$ cat src/rtl/lsu_pkg.sv
// Shared definitions for the load/store unit: FSM states, RISC-V funct3 size
// codes, lane helpers and request legality checks.
package lsu_pkg;

  typedef enum logic [2:0] {
    ST_IDLE,
    ST_ACCESS,
    ST_RMW_RD,
    ST_RMW_WR,
    ST_RESP
  } lsu_state_e;

  localparam logic [2:0] F3_B  = 3'b000;
  localparam logic [2:0] F3_H  = 3'b001;
  localparam logic [2:0] F3_W  = 3'b010;
  localparam logic [2:0] F3_BU = 3'b100;
  localparam logic [2:0] F3_HU = 3'b101;

  localparam int BYTE_W = 8;
  localparam int HALF_W = 16;

  // Bit position of the least significant bit of byte lane 'lo' in a word.
  function automatic logic [4:0] byte_lsb(input logic [1:0] lo);
    return {lo, 3'b000};
  endfunction

  // Unsigned size codes only make sense for loads.
  function automatic logic f3_legal(input logic [2:0] f3, input logic we);
    case (f3)
      F3_B, F3_H, F3_W: return 1'b1;
      F3_BU, F3_HU:     return !we;
      default:          return 1'b0;
    endcase
  endfunction

  function automatic logic f3_misaligned(input logic [2:0] f3, input logic [1:0] lo);
    case (f3)
      F3_H, F3_HU: return lo[0];
      F3_W:        return lo != 2'b00;
      default:     return 1'b0;
    endcase
  endfunction

endpackage

$ cat src/rtl/lsu_dmem_master_if.sv
// CPU request/response channel plus the word-addressed DMEM port, as seen by
// the load/store unit (master) and by its environment (slave).
interface lsu_dmem_master_if #(
  parameter int ADDR_W = 32
);
  logic              req_valid;
  logic              req_ready;
  logic              req_we;
  logic [2:0]        req_funct3;
  logic [ADDR_W-1:0] req_addr;
  logic [31:0]       req_wdata;

  logic              rsp_valid;
  logic              rsp_ready;
  logic [31:0]       rsp_rdata;
  logic              rsp_err;

  logic [ADDR_W-1:0] mem_address;
  logic [31:0]       mem_write_data;
  logic              mem_MemRW;
  logic [31:0]       mem_read_data;

  modport master (
    input  req_valid, req_we, req_funct3, req_addr, req_wdata,
    input  rsp_ready, mem_read_data,
    output req_ready, rsp_valid, rsp_rdata, rsp_err,
    output mem_address, mem_write_data, mem_MemRW
  );

  modport slave (
    output req_valid, req_we, req_funct3, req_addr, req_wdata,
    output rsp_ready, mem_read_data,
    input  req_ready, rsp_valid, rsp_rdata, rsp_err,
    input  mem_address, mem_write_data, mem_MemRW
  );
endinterface

$ cat src/rtl/lsu_align.sv
// Lane steering: formats a loaded word into an extended result and merges
// sub-word store data into a word for read-modify-write.
module lsu_align
  import lsu_pkg::*;
(
  input  logic [2:0]  funct3,
  input  logic [1:0]  addr_lo,
  input  logic [31:0] word,
  input  logic [31:0] wdata,
  output logic [31:0] load_data,
  output logic [31:0] store_word
);

  logic [BYTE_W-1:0] byte_sel;
  logic [HALF_W-1:0] half_sel;

  always_comb begin
    // NOTE: every output gets a default before the case so no path leaves it
    // unassigned; a missing default here would infer a latch.
    load_data  = word;
    store_word = wdata;
    byte_sel   = word[byte_lsb(addr_lo) +: BYTE_W];
    half_sel   = addr_lo[1] ? word[31:16] : word[15:0];

    case (funct3)
      F3_B:  load_data = {{(32-BYTE_W){byte_sel[BYTE_W-1]}}, byte_sel};
      F3_BU: load_data = {{(32-BYTE_W){1'b0}}, byte_sel};
      F3_H:  load_data = {{(32-HALF_W){half_sel[HALF_W-1]}}, half_sel};
      F3_HU: load_data = {{(32-HALF_W){1'b0}}, half_sel};
      default: ;
    endcase

    case (funct3)
      F3_B: begin
        store_word = word;
        store_word[byte_lsb(addr_lo) +: BYTE_W] = wdata[BYTE_W-1:0];
      end
      F3_H: begin
        store_word = word;
        if (addr_lo[1]) store_word[31:16] = wdata[HALF_W-1:0];
        else            store_word[15:0]  = wdata[HALF_W-1:0];
      end
      default: ;
    endcase
  end

endmodule

$ cat src/rtl/lsu_dmem_master.sv
// Load/store unit driving a word-addressed DMEM without byte enables; byte and
// halfword stores are performed as read-modify-write.
module lsu_dmem_master
  import lsu_pkg::*;
#(
  parameter int MEM_BYTES = 4096,
  parameter int ADDR_W    = 32
) (
  input logic               clk,
  input logic               rst,
  lsu_dmem_master_if.master bus
);

  lsu_state_e        state, state_nxt;
  logic [ADDR_W-1:0] addr_q;
  logic [2:0]        f3_q;
  logic              we_q;
  logic [31:0]       wdata_q;
  logic [31:0]       word_q;
  logic [31:0]       rdata_q;
  logic              err_q;

  logic              accept;
  logic              req_err;
  logic [ADDR_W-1:0] word_addr;
  logic [31:0]       align_word;
  logic [31:0]       load_data;
  logic [31:0]       store_word;
  logic [ADDR_W-1:0] mem_address;
  logic [31:0]       mem_write_data;
  logic              mem_we;

  assign accept    = bus.req_valid && (state == ST_IDLE);
  assign req_err   = f3_misaligned(bus.req_funct3, bus.req_addr[1:0])
                  || (bus.req_addr >= ADDR_W'(MEM_BYTES))
                  || !f3_legal(bus.req_funct3, bus.req_we);
  assign word_addr = {addr_q[ADDR_W-1:2], 2'b00};

  // The RMW write merges into the word captured during RMW_RD, not the live bus.
  assign align_word = (state == ST_RMW_WR) ? word_q : bus.mem_read_data;

  lsu_align u_align (
    .funct3     (f3_q),
    .addr_lo    (addr_q[1:0]),
    .word       (align_word),
    .wdata      (wdata_q),
    .load_data  (load_data),
    .store_word (store_word)
  );

  always_comb begin
    state_nxt      = state;
    mem_address    = '0;
    mem_write_data = '0;
    mem_we         = 1'b0;

    case (state)
      ST_IDLE: begin
        if (accept) begin
          if (req_err)                                    state_nxt = ST_RESP;
          else if (!bus.req_we || bus.req_funct3 == F3_W) state_nxt = ST_ACCESS;
          else                                            state_nxt = ST_RMW_RD;
        end
      end
      ST_ACCESS: begin
        mem_address = word_addr;
        if (we_q) begin
          mem_we         = 1'b1;
          mem_write_data = wdata_q;
        end
        state_nxt = ST_RESP;
      end
      ST_RMW_RD: begin
        mem_address = word_addr;
        state_nxt   = ST_RMW_WR;
      end
      ST_RMW_WR: begin
        mem_address    = word_addr;
        mem_we         = 1'b1;
        mem_write_data = store_word;
        state_nxt      = ST_RESP;
      end
      ST_RESP: begin
        if (bus.rsp_ready) state_nxt = ST_IDLE;
      end
      default: state_nxt = ST_IDLE;
    endcase
  end

  // Response fields are cleared at accept so stores and errors return zero data.
  always_ff @(posedge clk or posedge rst) begin
    if (rst) begin
      state   <= ST_IDLE;
      addr_q  <= '0;
      f3_q    <= '0;
      we_q    <= 1'b0;
      wdata_q <= '0;
      word_q  <= '0;
      rdata_q <= '0;
      err_q   <= 1'b0;
    end else begin
      // NOTE: non-blocking assignments make every register here update from
      // the pre-edge values, independent of statement order.
      state <= state_nxt;
      if (accept) begin
        addr_q  <= bus.req_addr;
        f3_q    <= bus.req_funct3;
        we_q    <= bus.req_we;
        wdata_q <= bus.req_wdata;
        err_q   <= req_err;
        rdata_q <= '0;
      end
      if (state == ST_ACCESS && !we_q) rdata_q <= load_data;
      if (state == ST_RMW_RD)          word_q  <= bus.mem_read_data;
    end
  end

  // Write strobe is decoded from state, so an asynchronous reset drops it at once.
  assign bus.req_ready      = (state == ST_IDLE);
  assign bus.rsp_valid      = (state == ST_RESP);
  assign bus.rsp_rdata      = rdata_q;
  assign bus.rsp_err        = err_q;
  assign bus.mem_address    = mem_address;
  assign bus.mem_write_data = mem_write_data;
  assign bus.mem_MemRW      = mem_we;

endmodule

$ cat src/flat_wrapper.sv
// flat-port wrapper written by rule: the top's interface ports become plain ports
module lsu_dmem_master_flat import lsu_pkg::*;
#(
  parameter int MEM_BYTES = 4096,
  parameter int ADDR_W    = 32
)
  (clk, rst, bus_req_valid, bus_req_we, bus_req_funct3, bus_req_addr, bus_req_wdata, bus_rsp_ready, bus_mem_read_data, bus_req_ready, bus_rsp_valid, bus_rsp_rdata, bus_rsp_err, bus_mem_address, bus_mem_write_data, bus_mem_MemRW);
  lsu_dmem_master_if #(.ADDR_W(ADDR_W)) bus_i ();
  input logic clk;
  input logic rst;
  input wire logic [$bits(bus_i.req_valid)-1:0] bus_req_valid;
  input wire logic [$bits(bus_i.req_we)-1:0] bus_req_we;
  input wire logic [$bits(bus_i.req_funct3)-1:0] bus_req_funct3;
  input wire logic [$bits(bus_i.req_addr)-1:0] bus_req_addr;
  input wire logic [$bits(bus_i.req_wdata)-1:0] bus_req_wdata;
  input wire logic [$bits(bus_i.rsp_ready)-1:0] bus_rsp_ready;
  input wire logic [$bits(bus_i.mem_read_data)-1:0] bus_mem_read_data;
  output wire logic [$bits(bus_i.req_ready)-1:0] bus_req_ready;
  output wire logic [$bits(bus_i.rsp_valid)-1:0] bus_rsp_valid;
  output wire logic [$bits(bus_i.rsp_rdata)-1:0] bus_rsp_rdata;
  output wire logic [$bits(bus_i.rsp_err)-1:0] bus_rsp_err;
  output wire logic [$bits(bus_i.mem_address)-1:0] bus_mem_address;
  output wire logic [$bits(bus_i.mem_write_data)-1:0] bus_mem_write_data;
  output wire logic [$bits(bus_i.mem_MemRW)-1:0] bus_mem_MemRW;
  assign bus_i.req_valid = bus_req_valid;
  assign bus_i.req_we = bus_req_we;
  assign bus_i.req_funct3 = bus_req_funct3;
  assign bus_i.req_addr = bus_req_addr;
  assign bus_i.req_wdata = bus_req_wdata;
  assign bus_i.rsp_ready = bus_rsp_ready;
  assign bus_i.mem_read_data = bus_mem_read_data;
  assign bus_req_ready = bus_i.req_ready;
  assign bus_rsp_valid = bus_i.rsp_valid;
  assign bus_rsp_rdata = bus_i.rsp_rdata;
  assign bus_rsp_err = bus_i.rsp_err;
  assign bus_mem_address = bus_i.mem_address;
  assign bus_mem_write_data = bus_i.mem_write_data;
  assign bus_mem_MemRW = bus_i.mem_MemRW;
  lsu_dmem_master #(.MEM_BYTES(MEM_BYTES), .ADDR_W(ADDR_W)) u_core (.clk(clk), .rst(rst), .bus(bus_i));
endmodule
$ cat config.mk
export PLATFORM = sky130hd
export DESIGN_NAME = lsu_dmem_master_flat
export DESIGN_NICKNAME = d
export VERILOG_FILES = /design/src/rtl/lsu_pkg.sv /design/src/rtl/lsu_dmem_master_if.sv /design/src/rtl/lsu_align.sv /design/src/rtl/lsu_dmem_master.sv /design/src/flat_wrapper.sv
export SDC_FILE = /design/constraint.sdc
export NUM_CORES = 1
export LEC_CHECK = 0
export ABC_AREA = 1
export ABC_CLOCK_PERIOD_IN_PS = 4910
export CAP_MARGIN = 20
export CORE_UTILIZATION = 45
export DETAILED_ROUTE_END_ITERATION = 10
export PLACE_DENSITY = 0.76
export SETUP_SLACK_MARGIN = 0.05
export SYNTH_ARGS = -nofsm -noshare
export SYNTH_HDL_FRONTEND = slang
export SYNTH_SLANG_ARGS = --single-unit
$ cat constraint.sdc
create_clock -name clk -period 4.91 [get_ports clk]
set_clock_uncertainty 0.2 [all_clocks]
set_input_delay 1.473 -clock clk [delete_from_list [all_inputs] [get_ports clk]]
set_output_delay 1.473 -clock clk [all_outputs]
set_load 0.02 [all_outputs]
==> parameters.txt <==
Parameter                              Value

Power
  Power per cell area ... 425 nW/um^2
  Switching share of total power ... 0.403
  Worst vdd ir ... 300 uV
  Portion of total power attributed to the clock network ... 0.287
  Internal power contribution ... 2810 uW
  Leakage power figure ... 0.00587 uW
  Power share of the combinational group ... 0.367
  Net switching power ... 1900 uW
  Sequential fraction of design power ... 0.346

Clocking
  Clock tree from TritonCTS ... done
  Clock transition at the register clock pins on the worst setup and hold paths after CTS ... 0.06 ns
  Skew-Pair Late Insertion Delay ... 0.43 ns
  TritonCTS buffer count ... 17
  Deepest level of the CTS H-tree ... 4
  Clk root buf ... clkbuf_16
  Buffer depth of the longest clock path ... 2
  Post-CTS Setup Bufs ... 0
  Num Clock Sinks ... 136

Floorplan
  Die boundary width ... 135 um
  Total Die Area ... 18400 um^2
  Placement row count ... 48
  Number of top-level pins ... 204
  Core Footprint ... 17400 um^2
  Die height ... 135 um
  Initial standard-cell utilization of the core ... 0.462

Route
  Routed wirelength normalized by instance count ... 15.9 um
  Highest layer used for signal routing ... met4
  DRC violation count after routing ... 0
  Number of design-rule violations left by the first detailed-router iteration ... 817
  Routed wire length ... 26400 um
  Total routed wire length on the met1 layer ... 11100 um
  Number of detailed-routing iterations run before antenna repair ... 8
  Routed vias ... 8487
  Wire length on met2 ... 12500 um
  Detailed-route vias per instance ... 5.10
  Met3 Routed Length ... 1790 um
  Remaining number of nets flagged by the antenna check after routing ... 0

Yosys
  Per-instance average area after synthesis ... 6.64 um^2
  Sequential area share after synthesis ... 0.424
  Synthesized area ... 8020 um^2
  Post-synthesis cell count ... 1207
  Post-synth top flop ... dfrtp_1
  Flops & latches, synth ... 136
  Share of synthesized flip-flops with an asynchronous set or reset ... 1.00
  Syn. warnings ... 0
  Count of distinct cell types in the synthesized netlist ... 31
  Number of enable-type register cells in the synthesized netlist ... 0

Final layout
  Fraction of the core area covered by cells at the end of the flow ... 0.639
  Total Nets Final ... 1534
  Layout-stage area growth over the synthesis result ... 38.4%
  Final design instance area without fill ... 11100 um^2
  Cell Count, Final, Fillers Out ... 1663
  Proportion of layout cells with a drive suffix above 1 ... 0.0751
  Number of diodes ... 0
  Fill cell count ... 1556

Timing
  Final worst slack ... 0.118 ns
  Least-Margin Pin Slew ... 0.977 ns
  Final period demand of the worst path ... 4.79 ns
  Setup repair after global routing missed its margin ... true
  Ratio of final minimum period to clock period ... 0.976
  Slew Viols, Final ... 0
  Slew Limit Headroom ... 0.348
  Hold violation total from the final report ... 0
  Timing-limited maximum frequency ... 0.209 GHz
  Final setup violation count ... 0
  Setup TNS ... 0 ns

Critical path
  Delay of the slowest cell on the worst path ... 0.60 ns
  Nature of the critical path endpoint ... primary output
  Depth of the worst register-to-register path ... 12
  RR Startpoint ... u_core.state[0]
  Worst setup startpoint ... bus_mem_read_data[24]
  Classification of the worst setup path ... in2out
  Worst Path Max Fanout ... 2
  Data arrival time of the critical path ... 3.12 ns
  CP max stage cell ... clkdlybuf4s50_1
  Critical path startpoint category ... primary input
  Setup slack of the most critical reg-to-reg path ... 2.36 ns
  Worst path cell trace ... clkdlybuf4s50_1, nand2_1, nand3_1, nand3_1, nand4_1, nand2_1, nand2_1, clkdlybuf4s50_1
  Required time of the critical path ... 3.24 ns
  Reg2Reg Capture Point ... u_core.bus.rsp_rdata[22]
  Cell with the most instances on the worst path ... nand2_1
  Capture point of the worst path ... bus_mem_write_data[24]

Placement
  Pre-CTS WS ... -0.127 ns
  Count of input and output buffers ... 201
  Instance area after placement ... 10500 um^2
  Placed Instances ... 1629
  Routability-driven placement congestion ratio ... 0.930
  Total half-perimeter wirelength after legalization and detailed placement ... 19700 um

Min path
  Class of the worst hold path ... reg2reg
  Worst Min Path Start ... u_core.word_q[0]

Run status
  Status ... complete, no violations

Global route
  Antenna violations before repair ... 0
  All-layer global routing usage ... 0.300
  First-pass GRT wire length ... 41900 um
  Via count of the first global-routing pass ... 8092
  Total gr overflow ... 0
  Largest net degree at the start of global routing ... 61

Run
  Number of violations of the max-capacitance limit ... 0
==> repair_timing <==
item / in CTS / in global routing
setup endpoints to repair: 18 / 11
gates cloned: 0 / 1
pin swaps: 0 / 1
hold buffers: 0 / 0
resized for setup: 20 / 9
==> flip-flops by register name, summed over array words and instances (netlist names) <==
| register | flops |
|---|---|
| u_core.addr_q | 32 |
| u_core.bus.rsp_rdata | 32 |
| u_core.wdata_q | 32 |
| u_core.word_q | 32 |
| u_core.f3_q | 3 |
| u_core.state | 3 |
| u_core.bus.rsp_err | 1 |
| u_core.we_q | 1 |
==> cell usage after synthesis (7+ instances only) <==
cell type,n,area share
clkbuf_1,22,0.010
nand2_1,484,0.23
nor2_1,50,0.023
nand4_1,18,0.014
o21ai_0,183,0.11
dfrtp_1,136,0.42
a21oi_1,10,0.0062
inv_1,162,0.076
buf_4,7,0.0066
buf_2,23,0.014
nand3_1,65,0.041
==> cells by family (layout without fill, tap and decap cells) <==
kind of cell,count (synthesis),in the layout,synth area share
flops,136,136,0.424
buf+inv,225,454,0.115
compound gates,206,206,0.130
fa+ha+maj,5,5,0.00780
simple gates,634,635,0.322
other cells,1,2,0.000468
==> cells in the final DEF, fill, tap and decap left out, types with 2 or more instances in the layout <==
master and n:
a21oi_1 10, buf_12 2, buf_4 53, bufinv_16 3, clkbuf_16 17, clkdlybuf4s50_1 174
clkinv_4 3, clkinvlp_4 4, conb_1 2, dfrtp_1 136, dlygate4sd2_1 18, dlymetal6s2s_1 9
ha_1 5, inv_1 160, inv_2 3, inv_6 3, nand2_1 484, nand2_2 3
nand3_1 65, nand3_2 3, nand4_1 18, nor2_1 49, nor2_2 6, o211ai_1 2
o21ai_0 182, o21ai_1 5, o22ai_1 4
==> how the worst min path moves through the flow <==
stage,slack (ns),depth (start not counted),endpoint
detailed placement,0.26,2,u_core.word_q[0]
global placement,0.26,2,u_core.word_q[0]
global route,0.30,2,u_core.bus.rsp_rdata[21]
floorplan,0.24,2,u_core.word_q[0]
CTS,0.28,2,u_core.word_q[0]
finish,0.28,2,u_core.word_q[0]
==> per-stage QoR <==
step	hold WS, ns	power, uW
floorplan	0.242	2740
global placement	0.255	3300
detailed placement	0.262	3330
CTS	0.276	4690
global route	0.297	5020
finish	0.276	4710
==> power groups by stage <==
stage / Combinational [uW] / Sequential (uW) / Clock [uW]
4_1_cts: 1710 / 1620 / 1360
6_report: 1730 / 1630 / 1350
3_5_place_dp: 1700 / 1630 / 0
5_1_grt: 1960 / 1660 / 1410
2_1_floorplan: 1180 / 1570 / 0
3_3_place_gp: 1670 / 1630 / 0
==> layout make-up <==
class	instances	area [um^2]	share of cell area
Timing Repair Buffer	257	2460	0.222
Clock buffer	19	443	0.0399
Tap cell	225	282	0.0254
Sequential cell	136	3400	0.307
Inverter	165	623	0.0561
Clock inverter	13	170	0.0153
Multi-Input combinational cell	848	3710	0.335
==> per-layer routing <==
| layer | GRT usage | up-vias |
|---|---|---|
| met5 | 0 | - |
| met4 | 0.143 | 0 |
| met3 | 0.0576 | 69 |
| met2 | 0.489 | 377 |
| met1 | 0.384 | 3853 |
| li1 | - | 4188 |
==> critical path, delay by kind of cell <==
family,cells,cell delay [ns]
simple gates,6,0.52
buf+inv,2,1.12
No activity file was read; power rests on OpenSTA's default activity.
